==> src/rtl/sub_share_arbiter.sv <==
// sub_share_arbiter
//   Shares one WIDTH-bit subtractor (a - b) between NREQ requesters with
//   round-robin arbitration. Each result carries the requester index, the
//   difference and a borrow flag. A saturating count of delivered borrow
//   results is exposed for status readout.
// Ports
//   clk, rst_n         clock (rising edge), asynchronous active-low reset
//   ena                allow new grants (in-flight op always completes)
//   req_valid/a/b      per-requester operands, packed [i*WIDTH +: WIDTH]
//   req_ready          one-hot, single-cycle accept strobe
//   res_valid/ready    result handshake
//   res_data           (a - b) mod 2^WIDTH
//   res_borrow         a < b (unsigned)
//   res_id             index of the requester that produced the result
//   busy               FSM not idle
//   cnt_clr            synchronous clear of borrow_cnt (wins over increment)
//   borrow_cnt         saturating borrow-result count
module sub_share_arbiter #(
  parameter  int unsigned WIDTH = 8,
  parameter  int unsigned NREQ  = 2,
  localparam int unsigned IDW   = $clog2(NREQ)
) (
  input  logic                  clk,
  input  logic                  rst_n,
  input  logic                  ena,
  input  logic [NREQ-1:0]       req_valid,
  input  logic [NREQ*WIDTH-1:0] req_a,
  input  logic [NREQ*WIDTH-1:0] req_b,
  output logic [NREQ-1:0]       req_ready,
  output logic                  res_valid,
  input  logic                  res_ready,
  output logic [WIDTH-1:0]      res_data,
  output logic                  res_borrow,
  output logic [IDW-1:0]        res_id,
  output logic                  busy,
  input  logic                  cnt_clr,
  output logic [7:0]            borrow_cnt
);

  typedef enum logic [1:0] {IDLE, EXEC, DONE} state_t;

  state_t           state, state_nxt;
  logic [IDW-1:0]   rr_ptr;
  logic [IDW-1:0]   grant_idx;
  logic [IDW-1:0]   rr_next;
  logic             grant_found;
  logic             grant_go;
  logic [WIDTH-1:0] a_q, b_q;
  logic [IDW-1:0]   id_q;
  logic             res_hs;

  // First valid requester at or after rr_ptr, wrapping at NREQ-1 so that
  // indices >= NREQ are never produced for non-power-of-two NREQ.
  always_comb begin
    grant_found = 1'b0;
    grant_idx   = '0;
    for (int unsigned k = 0; k < NREQ; k++) begin
      if (!grant_found && req_valid[(32'(rr_ptr) + k) % NREQ]) begin
        grant_found = 1'b1;
        grant_idx   = IDW'((32'(rr_ptr) + k) % NREQ);
      end
    end
  end

  // Gated by rst_n so req_ready reads 0 while reset is held, even if the
  // requesters keep valid asserted.
  assign grant_go = rst_n && (state == IDLE) && ena && grant_found;
  assign rr_next  = (grant_idx == IDW'(NREQ - 1)) ? '0 : grant_idx + IDW'(1);

  always_comb begin
    req_ready = '0;
    if (grant_go) req_ready[grant_idx] = 1'b1;
  end

  always_comb begin
    state_nxt = state;
    case (state)
      IDLE:    if (grant_go) state_nxt = EXEC;
      EXEC:    state_nxt = DONE;
      DONE:    if (res_ready) state_nxt = IDLE;
      default: state_nxt = IDLE;
    endcase
  end

  always_ff @(posedge clk or negedge rst_n) begin
    if (!rst_n) state <= IDLE;
    else        state <= state_nxt;
  end

  always_ff @(posedge clk or negedge rst_n) begin
    if (!rst_n) begin
      rr_ptr     <= '0;
      a_q        <= '0;
      b_q        <= '0;
      id_q       <= '0;
      res_data   <= '0;
      res_borrow <= 1'b0;
      res_id     <= '0;
    end else begin
      if (grant_go) begin
        a_q    <= req_a[grant_idx*WIDTH +: WIDTH];
        b_q    <= req_b[grant_idx*WIDTH +: WIDTH];
        id_q   <= grant_idx;
        rr_ptr <= rr_next;
      end
      if (state == EXEC) begin
        res_data   <= a_q - b_q;
        res_borrow <= (a_q < b_q);
        res_id     <= id_q;
      end
    end
  end

  assign res_valid = (state == DONE);
  assign busy      = (state != IDLE);
  assign res_hs    = res_valid && res_ready;

  always_ff @(posedge clk or negedge rst_n) begin
    if (!rst_n)                                      borrow_cnt <= '0;
    else if (cnt_clr)                                borrow_cnt <= '0;
    else if (res_hs && res_borrow && borrow_cnt != '1) borrow_cnt <= borrow_cnt + 8'd1;
  end

endmodule

==> config.mk <==
export PLATFORM = sky130hd
export DESIGN_NAME = sub_share_arbiter
export DESIGN_NICKNAME = d
export VERILOG_FILES = /design/src/rtl/sub_share_arbiter.sv
export SDC_FILE = /design/constraint.sdc
export NUM_CORES = 1
export LEC_CHECK = 0
export BUFFER_PORTS_ARGS = -buffer_cell sky130_fd_sc_hd__buf_4
export CAP_MARGIN = 10
export CORE_MARGIN = 2
export CORE_UTILIZATION = 30
export CTS_BUF_LIST = sky130_fd_sc_hd__clkbuf_4 sky130_fd_sc_hd__clkbuf_8 sky130_fd_sc_hd__clkbuf_16
export DETAILED_ROUTE_END_ITERATION = 10
export PLACE_DENSITY_LB_ADDON = 0.08
export SYNTH_ARGS = -nofsm -noshare
export SYNTH_HDL_FRONTEND = slang
export SYNTH_SLANG_ARGS = --single-unit
export TNS_END_PERCENT = 50
==> constraint.sdc <==
create_clock -name clk -period 1.9 [get_ports clk]
set_input_delay 0.57 -clock clk [delete_from_list [all_inputs] [get_ports clk]]
set_output_delay 0.57 -clock clk [all_outputs]
set_load 0.01 [all_outputs]
==> flow_metrics.py <==
metrics = {
    "clock_network": {
        "h-tree-depth": 2,
        "clockBufferDepth": 2,
        "clk_pin_slew_ns": 0.08,
        "cts_tree": "yes",
        "clock-root-buffer": "clkbuf_8",
        "clk_latency_ns": 0.29,
        "cts_inserted_buffers": 5,
        "cts_sinks": 38,
        "cts_hold_buf": 0,
    },
    "worst_setup_path": {
        "r2r_cells": 9,
        "worstPathRequired_ns": 2.08,
        "worstPathArrival_ns": 2.14,
        "crit_start": "a_q[0]",
        "regToRegSetupSlack_ns": -0.06,
        "crit_slowest_cell": "dfrtp_1",
        "crit_type": "flip-flop to flip-flop",
        "cp_cell_sequence": "inv_1, ha_2, inv_2, fa_2, a21o_1, a311o_1, a21oi_2, xor2_1, o21ai_1",
        "reg2reg_from": "a_q[0]",
        "cp-endpoint": "res_data[6]",
        "cp-start-kind": "flip-flop",
        "end_kind": "flip-flop",
        "cpPeakStageDelay_ns": 0.38,
        "reg2reg_to": "res_data[6]",
        "path_max_fanout": 2,
    },
    "drt": {
        "ant_nets": 0,
        "drt_iter0_markers": 27,
        "viasPerCell": 4.55,
        "wirelength_mm": 4.28,
        "drc_errors": 0,
        "wire_per_inst_um": 12.1,
        "dr.pass1.iters": 4,
        "num_vias": 1605,
    },
    "timing": {
        "tightest_slew_ns": 0.495,
        "whs_ns": 0.355,
        "relSlewSlack": 0.670,
        "rsz0062_at_grt": "yes",
        "skew_ns": 0.00951,
        "timing_hold_violations_final": 0,
        "slew_violations": 0,
        "finalWorstSetupSlack_ns": -0.0626,
        "fmax_ghz": 0.510,
        "timing.final.crit_share": 1.03,
        "finalCriticalPeriod_ns": 1.96,
        "setup_viol": 2,
    },
    "global_routing": {
        "grt_pass1_wl_mm": 7.30,
        "grt_remaining_overflow": 0,
        "grt_pass1_vias": 1555,
        "antenna_found_initial": 0,
        "grt_use_total": 0.125,
        "grt_max_degree": 39,
    },
    "place": {
        "post-dp-hpwl_mm": 3.24,
        "gp_congestion": 0.745,
        "place_area_sq_um": 2570,
        "dp_cells": 344,
        "place_ws_ns": -0.0991,
        "numPortBuffers": 60,
    },
    "power_and_ir_drop": {
        "clock_power_share": 0.216,
        "internal_power_mw": 1.99,
        "p_leak_nw": 1.35,
        "peakVddDrop_uv": 452,
        "netSwitchingPower_mw": 1.01,
        "pwr-share-seq": 0.386,
        "swShare": 0.335,
        "power_density_nw_per_um2": 1110,
        "power.share.combinational": 0.398,
    },
    "yosys": {
        "yosys_most_used_dff": "dfrtp_1",
        "synth_area_leader_cell": "dfrtp_1",
        "ys_async_sr_fraction": 1.00,
        "synthTopCellsByCount": "dfrtp_1, nor2_1, a21oi_1",
        "synth_seq_area_share": 0.475,
        "yosysWarnings": 0,
        "synth_area_per_cell_sq_um": 9.62,
        "synth_most_common_cell": "dfrtp_1",
        "netlist.area_leader.share": 0.475,
        "syn_nets": 257,
        "synthCells": 208,
        "synth_area_sq_um": 2000,
        "ys_seq_elements": 38,
        "synth_cell_types": 37,
        "synth-edff-count": 0,
        "synthTopCellsByArea": "dfrtp_1, mux2i_1, ha_1",
    },
    "outcome": {
        "status": "finished, violations left",
        "failed_checks": "negative setup slack",
    },
    "finish": {
        "fin_nets": 324,
        "drive_gt1_frac": 0.319,
        "stdcell_area_sq_um": 2710,
        "finalNonFillerCells": 353,
        "diodes": 0,
        "syn2layout_area_growth_pct": 35.6,
    },
    "worst_hold_path": {
        "min-delay-path-class": "input pin to async pin",
    },
    "floorplanning": {
        "core_sq_um": 6390,
        "dieArea_sq_um": 7340,
        "ioPinCount": 61,
        "core.rowCount": 29,
        "die_y_um": 85.7,
        "die_w_um": 85.7,
        "start_util": 0.313,
    },
    "run": {
        "drv_cap": 0,
    },
}
==> cells in the final DEF (no fill, tap or decap), drive strengths merged, types with 3 or more instances in the layout <==
cell    instances
inv            14
xnor2           4
a21oi          23
o31ai           3
nand2          14
clkbuf          8
dfrtp          38
buf            68
nand2b          4
xor2            4
nor3            5
nor2           29
nand3           3
mux2i          16
o21ai          10
ha              9
==> logic make-up (layout without fill, tap and decap cells) <==
group	Yosys count	after routing	synth area share
muxes	18	18	0.0913
xor gates and xnor gates	8	8	0.0350
and+or+nand+nor	64	64	0.143
buffers and inverters	23	91	0.0494
AOI/OAI and AO/OA	47	47	0.140
DFF	38	38	0.475
adders and majority gates	10	10	0.0663
==> worst max-delay path, delay by kind of cell (launching register included) <==
| family | cells | cell delay, ns |
|---|---|---|
| AO/OA/AOI/OAI | 4 | 0.73 |
| XOR/XNOR | 1 | 0.15 |
| adder cells (fa/ha/maj) | 2 | 0.50 |
| buffers and inverters | 2 | 0.10 |
| flip-flops | 1 | 0.38 |
==> what timing repair did <==
item                                    in CTS  in global routing
resized for setup                            4                  2
gates cloned                                 0                  0
endpoints found under the setup margin       4                  4
setup buffers                                0                  1
pin swaps                                    4                  4
==> cell type report <==
type                       instances  area, sq um
fill                             659         3670
timing repair buffer              68          510
tap                               77         96.3
multi-input combinational        147          987
sequential                        38          951
inverter                          15         57.6
clock buffer                       8          110
==> how the worst min path moves through the flow <==
stage / cells past startpoint / to / slack, ns / from
after global placement: 2 / res_data[4] / 0.47 / res_data[4]
after floorplan: 0 / a_q[0] / 0.27 / rst_n
after detailed placement: 2 / res_data[4] / 0.47 / res_data[4]
after global routing: 2 / borrow_cnt[0] / 0.40 / rst_n
final: 2 / borrow_cnt[0] / 0.36 / rst_n
after CTS: 2 / borrow_cnt[0] / 0.37 / rst_n
==> stage by stage <==
stage / setup TNS (ns) / power (mW) / util
2_1_floorplan: -0.0192 / 1.91 / -
3_3_place_gp: -0.0936 / 2.36 / 0.403
3_5_place_dp: -0.118 / 2.37 / 0.403
4_1_cts: -0.126 / 3.05 / 0.423
5_1_grt: -0.444 / 3.25 / 0.425
6_report: -0.0628 / 3.00 / 0.425
==> per-layer routing <==
layer,GRT usage,wire length (um),vias up
met5,0,0,-
met4,0.0476,74,0
met3,0.0366,245,6
met2,0.167,1690,44
met1,0.189,2260,710
li1,-,-,845
==> state kept, by name, indices dropped and copies added (netlist names) <==
signal	flops
res_id	1
id_q	1
borrow_cnt	8
rr_ptr	1
state	2
res_borrow	1
res_data	8
a_q	8
b_q	8
==> power groups by stage <==
stage / clock, mW / sequential, mW / combinational (mW)
floorplan: 0 / 1.19 / 0.715
global placement: 0 / 1.17 / 1.19
detailed placement: 0 / 1.18 / 1.20
CTS: 0.675 / 1.16 / 1.21
global route: 0.710 / 1.19 / 1.36
finish: 0.649 / 1.16 / 1.19
(Power assumes the default switching activity.)
